$ cat config.mk
export PLATFORM = sky130hd
export DESIGN_NAME = fir_lane_packer
export DESIGN_NICKNAME = d
export VERILOG_FILES = /design/src/rtl/fir_pkg.sv /design/src/rtl/fir_lane_sreg.sv /design/src/rtl/fir_lane_packer.sv
export SDC_FILE = /design/constraint.sdc
export NUM_CORES = 1
export LEC_CHECK = 0
export CORE_ASPECT_RATIO = 1.75
export CORE_MARGIN = 2
export CORE_UTILIZATION = 29
export CTS_CLUSTER_SIZE = 24
export DETAILED_ROUTE_END_ITERATION = 8
export HOLD_SLACK_MARGIN = 0.05
export RECOVER_POWER = 100
export SYNTH_ARGS = -nofsm -noshare
export SYNTH_HDL_FRONTEND = slang
export SYNTH_SLANG_ARGS = --single-unit
$ cat constraint.sdc
create_clock -name clk -period 3 [get_ports clk]
set_input_delay 0.6 -clock clk [delete_from_list [all_inputs] [get_ports clk]]
set_output_delay 0.6 -clock clk [all_outputs]
set_load 0.02 [all_outputs]
$ cat src/rtl/fir_pkg.sv
// Shared defaults and sample type for the FIR front-end blocks.
package fir_pkg;

  localparam int DEF_DATA_WIDTH = 16;
  localparam int DEF_CHANNELS   = 2;
  localparam int DEF_PSAMPLES   = 8;

  typedef logic signed [DEF_DATA_WIDTH-1:0] sample_t;

  // Width of a lane index; never narrower than one bit.
  function automatic int cnt_width(input int n);
    return (n > 1) ? $clog2(n) : 1;
  endfunction

endpackage

$ cat src/rtl/fir_lane_sreg.sv
// One channel's collect buffer: PSAMPLES lanes, written one lane per beat.
// merged_o is the buffer with the lane being written replaced by the
// incoming sample, so a closing beat can be captured in the same cycle.
module fir_lane_sreg
  import fir_pkg::*;
#(
  parameter int DATA_WIDTH = DEF_DATA_WIDTH,
  parameter int PSAMPLES   = DEF_PSAMPLES,
  localparam int CNT_W     = cnt_width(PSAMPLES)
) (
  input  logic                           clk,
  input  logic                           rst,
  input  logic                           clr_i,
  input  logic                           we_i,
  input  logic [CNT_W-1:0]               wlane_i,
  input  logic [DATA_WIDTH-1:0]          wdata_i,
  output logic [PSAMPLES*DATA_WIDTH-1:0] merged_o
);

  logic [PSAMPLES*DATA_WIDTH-1:0] buf_q;
  logic [PSAMPLES*DATA_WIDTH-1:0] buf_d;

  // Next buffer state: clear wins over write so lanes above a flushed
  // partial word are zero for the following word.
  always_comb begin
    buf_d = buf_q;
    if (clr_i) begin
      buf_d = '0;
    end else if (we_i) begin
      for (int k = 0; k < PSAMPLES; k++) begin
        if (wlane_i == CNT_W'(k)) buf_d[k*DATA_WIDTH +: DATA_WIDTH] = wdata_i;
      end
    end
  end

  // Buffer register.
  always_ff @(posedge clk) begin
    if (rst) buf_q <= '0;
    else     buf_q <= buf_d;
  end

  // Bypass view of the current beat into its lane.
  always_comb begin
    merged_o = buf_q;
    for (int k = 0; k < PSAMPLES; k++) begin
      if (wlane_i == CNT_W'(k)) merged_o[k*DATA_WIDTH +: DATA_WIDTH] = wdata_i;
    end
  end

endmodule

$ cat src/rtl/fir_lane_packer.sv
// Packs per-beat multichannel samples into PSAMPLES-lane words for the FIR.
// A word closes on its last lane or on s_tlast; a partial word is zero-filled.
module fir_lane_packer
  import fir_pkg::*;
#(
  parameter int DATA_WIDTH = DEF_DATA_WIDTH,
  parameter int CHANNELS   = DEF_CHANNELS,
  parameter int PSAMPLES   = DEF_PSAMPLES
) (
  input  logic                                    clk,
  input  logic                                    rst,
  input  logic                                    s_tvalid,
  output logic                                    s_tready,
  input  logic [CHANNELS*DATA_WIDTH-1:0]          s_tdata,
  input  logic                                    s_tlast,
  output logic                                    m_tvalid,
  input  logic                                    m_tready,
  output logic [CHANNELS*PSAMPLES*DATA_WIDTH-1:0] m_tdata,
  output logic                                    m_tlast,
  output logic [$clog2(PSAMPLES+1)-1:0]           m_nlanes
);

  localparam int CNT_W  = cnt_width(PSAMPLES);
  localparam int NL_W   = $clog2(PSAMPLES+1);
  localparam int WORD_W = CHANNELS*PSAMPLES*DATA_WIDTH;

  logic [CNT_W-1:0]  cnt_q,    cnt_d;
  logic              tvalid_q, tvalid_d;
  logic [WORD_W-1:0] tdata_q,  tdata_d;
  logic              tlast_q,  tlast_d;
  logic [NL_W-1:0]   nlanes_q, nlanes_d;

  logic              closing;
  logic              accept;
  logic [WORD_W-1:0] merged;

  // A closing beat is only refused while an unconsumed word is still held;
  // this uses s_tlast but never s_tvalid.
  assign closing  = (cnt_q == CNT_W'(PSAMPLES-1)) || s_tlast;
  assign s_tready = !rst && !(tvalid_q && !m_tready && closing);
  assign accept   = s_tvalid && s_tready;

  for (genvar c = 0; c < CHANNELS; c++) begin : g_ch
    fir_lane_sreg #(
      .DATA_WIDTH(DATA_WIDTH),
      .PSAMPLES  (PSAMPLES)
    ) u_sreg (
      .clk     (clk),
      .rst     (rst),
      .clr_i   (accept && closing),
      .we_i    (accept && !closing),
      .wlane_i (cnt_q),
      .wdata_i (s_tdata[c*DATA_WIDTH +: DATA_WIDTH]),
      .merged_o(merged[c*PSAMPLES*DATA_WIDTH +: PSAMPLES*DATA_WIDTH])
    );
  end

  // Next state: lane counter advance, output word load on close, and
  // m_tvalid drop on a handshake that is not refilled in the same cycle.
  always_comb begin
    cnt_d    = cnt_q;
    tvalid_d = tvalid_q;
    tdata_d  = tdata_q;
    tlast_d  = tlast_q;
    nlanes_d = nlanes_q;
    if (accept) begin
      cnt_d = closing ? '0 : cnt_q + CNT_W'(1);
    end
    if (accept && closing) begin
      tvalid_d = 1'b1;
      tdata_d  = merged;
      tlast_d  = s_tlast;
      nlanes_d = NL_W'(cnt_q) + NL_W'(1);
    end else if (tvalid_q && m_tready) begin
      tvalid_d = 1'b0;
    end
  end

  // State registers; reset discards any partial or pending word.
  always_ff @(posedge clk) begin
    if (rst) begin
      cnt_q    <= '0;
      tvalid_q <= 1'b0;
      tdata_q  <= '0;
      tlast_q  <= 1'b0;
      nlanes_q <= '0;
    end else begin
      cnt_q    <= cnt_d;
      tvalid_q <= tvalid_d;
      tdata_q  <= tdata_d;
      tlast_q  <= tlast_d;
      nlanes_q <= nlanes_d;
    end
  end

  assign m_tvalid = tvalid_q;
  assign m_tdata  = tdata_q;
  assign m_tlast  = tlast_q;
  assign m_nlanes = nlanes_q;

endmodule
Word level (Yosys, flattened, before mapping)
Index checks and enable logic that the tools add are counted.
{"block": "op_classes", "n_mux": 19, "n_mul": 0, "n_eq_ne": 7, "add_sub_neg": 2, "magnitude_cmp": 0, "reduce_logical": 15, "n_bitwise": 0, "shifts": 0, "div_mod_pow": 0}
{"operator": "$mux W16", "count": 16}
{"operator": "$eq A3 B3 Y1 const B", "count": 4}
{"operator": "$logic_and A1 B1 Y1", "count": 7}
{"operator": "$eq A3 B2 Y1 const B", "count": 2}
{"operator": "$add A3 B1 Y4 const B", "count": 1}
{"operator": "$logic_not A1 Y1", "count": 4}
{"operator": "$add A3 B1 Y3 const B", "count": 1}
{"operator": "$eq A3 B1 Y1 const B", "count": 1}
{"operator": "$logic_not A3 Y1", "count": 1}
{"operator": "$mux W3", "count": 1}
{"operator": "$mux W1", "count": 2}
{"operator": "$reduce_bool A2 Y1", "count": 1}
{"operator": "$reduce_or A2 Y1", "count": 1}
{"operator": "$logic_or A1 B1 Y1", "count": 1}
{"block": "totals", "in_bits": 37, "mem_bits_rw": 0, "reg_bits": 521, "mem_count": 0, "mem_bits_ro": 0, "out_inout_bits": 263, "latchBits": 0}

Longest topological paths before layout
{"block": "logic_depth", "depth_word": 8, "ltp_mapped": 11, "mapped_depth_nobuf": 6}

By module
A second synthesis with hierarchy kept.
{"block": "unflattened", "hier_cells": 2112, "hier_area_um2": 25334.3}
{"mod": "fir_lane_sreg", "instances": 2, "area_per_inst_um2": 7136.8, "cells_each": 621, "seq_area_each_um2": 2562.5}
{"mod": "fir_lane_packer", "instances": 1, "area_per_inst_um2": 11060.6, "cells_each": 870, "seq_area_each_um2": 5305.1}

Worst setup path after synthesis
Ideal clock, no wire load.
{"block": "synth_path", "path_kind": "register to register", "startpoint": "register cnt_q[2]", "endpoint": "register tdata_q[176] (netlist: m_tdata[176])", "arrival_ns": 2.065, "path_slack_ns": 0.849, "n_path_buf": 5, "required_time_ns": 2.914, "setup_ns": 0.086, "synth_period_minus_slack_ns": 2.151, "stages_incl_launch_ff": 10, "cell_sequence": "dfxtp_1 buf_2 clkbuf_1 clkbuf_1 inv_1 ha_1 buf_2 buf_1 mux2i_1 a211oi_1"}
{"block": "synth_between", "elab_chain_len": 7, "word_cells_on_any_way": 9, "classes_between": "eq/ne (2); mux (1); reduce/logical (6)"}
{"item": "start, declared", "line_no": "fir_lane_packer.sv:27", "rtl": "logic [CNT_W-1:0] cnt_q, cnt_d;"}
{"item": "start signal, assigned", "line_no": "fir_lane_packer.sv:88", "rtl": "cnt_q <= cnt_d;"}
{"item": "$eq A3 B3 Y1", "line_no": "fir_lane_packer.sv:39", "rtl": "assign closing = (cnt_q == CNT_W'(PSAMPLES-1)) || s_tlast;"}
{"item": "$logic_or A1 B1 Y1", "line_no": "fir_lane_packer.sv:39"}
{"item": "$logic_and A1 B1 Y1", "line_no": "fir_lane_packer.sv:40", "rtl": "assign s_tready = !rst && !(tvalid_q && !m_tready && closing);"}
{"item": "$logic_not A1 Y1", "line_no": "fir_lane_packer.sv:40"}
{"item": "$logic_and A1 B1 Y1", "line_no": "fir_lane_packer.sv:40"}
{"item": "$logic_and A1 B1 Y1", "line_no": "fir_lane_packer.sv:41", "rtl": "assign accept = s_tvalid && s_tready;"}
{"item": "$logic_and A1 B1 Y1", "line_no": "fir_lane_packer.sv:69", "rtl": "if (accept && closing) begin"}
{"item": "end signal, assigned", "line_no": "fir_lane_packer.sv:90", "rtl": "tdata_q <= tdata_d;"}
{"item": "end, declared", "line_no": "fir_lane_packer.sv:29", "rtl": "logic [WORD_W-1:0] tdata_q, tdata_d;"}
Several ways; a longest one is shown, not always the timed one.
A chain may end at the register's enable or synchronous reset.

Worst setup path in the final report
{"block": "layout_path", "startpoint": "register cnt_q[0]", "endpoint": "register g_ch[0].u_sreg.buf_q[91]"}
{"block": "layout_between", "elab_chain_len": 8, "word_cells_on_any_way": 12, "classes_between": "eq/ne (2); mux (1); reduce/logical (9)"}
{"item": "$eq A3 B3 Y1", "line_no": "fir_lane_packer.sv:39"}
{"item": "$logic_or A1 B1 Y1", "line_no": "fir_lane_packer.sv:39"}
{"item": "$logic_and A1 B1 Y1", "line_no": "fir_lane_packer.sv:40"}
{"item": "$logic_not A1 Y1", "line_no": "fir_lane_packer.sv:40"}
{"item": "$logic_and A1 B1 Y1", "line_no": "fir_lane_packer.sv:40"}
{"item": "$logic_and A1 B1 Y1", "line_no": "fir_lane_packer.sv:41"}
{"item": "$logic_and A1 B1 Y1", "line_no": "fir_lane_packer.sv:50", "rtl": ".clr_i (accept && closing),"}
{"item": "$reduce_or A2 Y1 (no line)"}
{"item": "end signal, assigned", "line_no": "fir_lane_sreg.sv:39", "rtl": "else buf_q <= buf_d;"}
{"item": "end, declared", "line_no": "fir_lane_sreg.sv:20", "rtl": "logic [PSAMPLES*DATA_WIDTH-1:0] buf_q;"}
Several ways; a longest one is shown, not always the timed one.

==> flow_metrics.tcl <==
set metrics [dict create \
    synthCells 2406 \
    wl_per_cell_um 19.44 \
    drt_iter0_drc 862 \
    ctsResizeCount 1 \
    p_int_w 0.01200 \
    synth_commonest_cells "nand2_1 (561), dfxtp_1 (521), nor2_1 (263)" \
    critPathKind "reg -> reg" \
    layout.nets 2645 \
    num_io_pins 300 \
    dieArea_mm2 0.07283 \
    synth_top_cell_by_area "dfxtp_1" \
    power_switching_w 0.003975 \
    ant_nets 0 \
    critPathMaxFanout 32 \
    yosysSeqAreaShare_pct 50.94 \
    place_ws_ps 386.8 \
    port-buffer-count 299 \
    start_util_pct 29.32 \
    drt_first_pass_iters 5 \
    fin_setup_tns_ps 0 \
    p_seq_share_pct 45.1 \
    synthDistinctLibCells 27 \
    utilization_pct 37.70 \
    finClkSkew_ps 21.62 \
    via_per_inst 4.850 \
    postCtsHoldBufs 0 \
    use_met1_pct 22.33 \
    drive_gt1_share_pct 7.075 \
    cap_viol_max_count 0 \
    worstSkewPairLatency_ps 610 \
    async_flop_share_pct 0 \
    worst_setup_path_start_kind "flop" \
    ys_ff_latch 521 \
    grtUsageMet2_pct 33.14 \
    routabilityCongestion 0.7618 \
    synth_edf_count 0 \
    cts_tree "built" \
    cts_buffers 51 \
    slew_headroom_pct 27.90 \
    rsz0062_at_grt "no" \
    clk_pin_slew_ps 70 \
    layout_setup_ws_ps 220.5 \
    p_per_area_mw_per_mm2 606.8 \
    multiInputGateArea_mm2 0.008917 \
    routed_wirelength_um 69070 \
    row_count 128 \
    p_total_w 0.01597 \
    finalHoldViolCount 0 \
    die_w_um 204.9 \
    regArea_mm2 0.01043 \
    setup_viol_count_final 0 \
    dp_hpwl_um 43990 \
    synth_top_area_share_pct 50.94 \
    syn_nets 2449 \
    cts_sinks 521 \
    maxSlewViolCount 0 \
    min_path_type "in -> reg" \
    synth_ff_type "dfxtp_1" \
    holdWs_ps 286.9 \
    switching_share_pct 24.89 \
    antenna_found_initial 0 \
    grt_pass1_wl_um 102700 \
    outcome "finished, final reports clean" \
    synth_area_per_cell_um2 8.510 \
    required_ps 3540 \
    post-route-period-util_pct 92.65 \
    clockBufferDepth 3 \
    yosys_warnings 0 \
    grt_busiest_layer "met2" \
    worstPathArrival_ps 3320 \
    min_period_ps 2780 \
    antenna_cells_inserted 0 \
    die_h_um 355.5 \
    grt-ovfl-total 0 \
    pwr-share-comb_pct 8.9 \
    ys_top_cells_by_area "dfxtp_1 (51%), nand2_1 (10%), mux2i_1 (7.9%), a211oi_1 (5.9%), a21oi_1 (5.6%)" \
    coreArea_mm2 0.06983 \
    synth_area_mm2 0.02047 \
    root_buffer "clkbuf_16" \
    grt_pass1_vias 16240 \
    fill_cells 7145 \
    grtUsageTotal_pct 18.59 \
    htree_num_levels 2 \
    synthToLayoutAreaGrowth_pct 28.57 \
    drc 0 \
    ir_drop_mv 0.4040 \
    worst_slew_pin_slew_ps 1082 \
    vias 17230 \
    grt_util_met3_pct 2.908 \
    postCtsSetupRepairBufs 0 \
    yosysMostFrequentCell "nand2_1" \
    p_leak_nw 9.055 \
    fmax_ghz 0.3598 \
    grt_max_degree 157 \
    clkPwrFrac_pct 45.9 \
    cp-end-kind "flop" \
]
## registers in the layout, summed over array words and instances, names as in the netlist
register / flops
cnt_q: 3
g_ch.u_sreg.buf_q: 256
m_nlanes: 4
m_tdata: 256
m_tlast: 1
m_tvalid: 1
## path summary, 6_finish.rpt
check	from	to	slack, ps	depth (start not counted)
worst min-delay path	rst	cnt_q[2]	290	2
worst min register to register	g_ch[1].u_sreg.buf_q[46]	g_ch[1].u_sreg.buf_q[46]	450	2
worst max register to register	cnt_q[0]	g_ch[0].u_sreg.buf_q[91]	220	8
worst max-delay path	cnt_q[0]	g_ch[0].u_sreg.buf_q[91]	220	8
## critical path, cell delays in order (launching register included)
cell and delay [ps]:
dfxtp_1 410, ha_1 210, ha_1 320, buf_4 400, and4bb_1 310, nand2_1 90, clkbuf_2 660, nand2_1 120
a21oi_1 170
## stage by stage
step / area [um2] / std cells
after floorplan: 20470 / 2406
after global placement: 24510 / 3459
after detailed placement: 24510 / 3459
after CTS: 26400 / 3553
after global routing: 26320 / 3553
final: 26320 / 3553
## area by class of cell
| class | instances | share of cell area [%] |
|---|---|---|
| repair buffers | 392 | 14.92 |
| inverters | 3 | 0.04278 |
| well taps | 910 | 4.325 |
| clock buffers | 65 | 5.357 |
| clock inverters | 29 | 1.839 |
| flip-flops and latches | 521 | 39.64 |
| multi-input cells | 1633 | 33.88 |
## power by group through the flow
stage	sequential [W]	combinational [W]	clock, W
4_1_cts	0.00722	0.00152	0.00753
6_report	0.00721	0.00143	0.00734
2_1_floorplan	0.00755	0.000573	0
3_3_place_gp	0.00737	0.00151	0
5_1_grt	0.00722	0.00154	0.00776
3_5_place_dp	0.00737	0.00152	0
## kinds of logic after synthesis
family	after synthesis	share of synthesized area, %
flops	521	50.94
compound gates	491	15.77
simple gates	975	19.38
buf+inv	252	5.677
fa+ha+maj	6	0.3666
mux	161	7.871
## layout by cell type, fill, tap and decap left out, types with 30 or more instances in the layout
cell type,count
a211oi_1,161
a21oi_1,231
a311oi_1,96
and2_1,30
buf_4,57
clkbuf_16,52
clkdlybuf4s50_1,35
dfxtp_1,520
dlygate4sd3_1,262
mux2i_1,161
nand2_1,561
nand3_1,96
nor2_1,263
## routing by layer
| layer | wire [um] | vias to the layer above | share of wire, % |
|---|---|---|---|
| li1 | - | 8612 | - |
| met4 | 2406 | 0 | 3.5 |
| met5 | 0 | - | 0 |
| met3 | 3169 | 100 | 4.6 |
| met2 | 34940 | 431 | 51 |
| met1 | 28550 | 8090 | 41 |
Power figures use the tool's default switching activity.
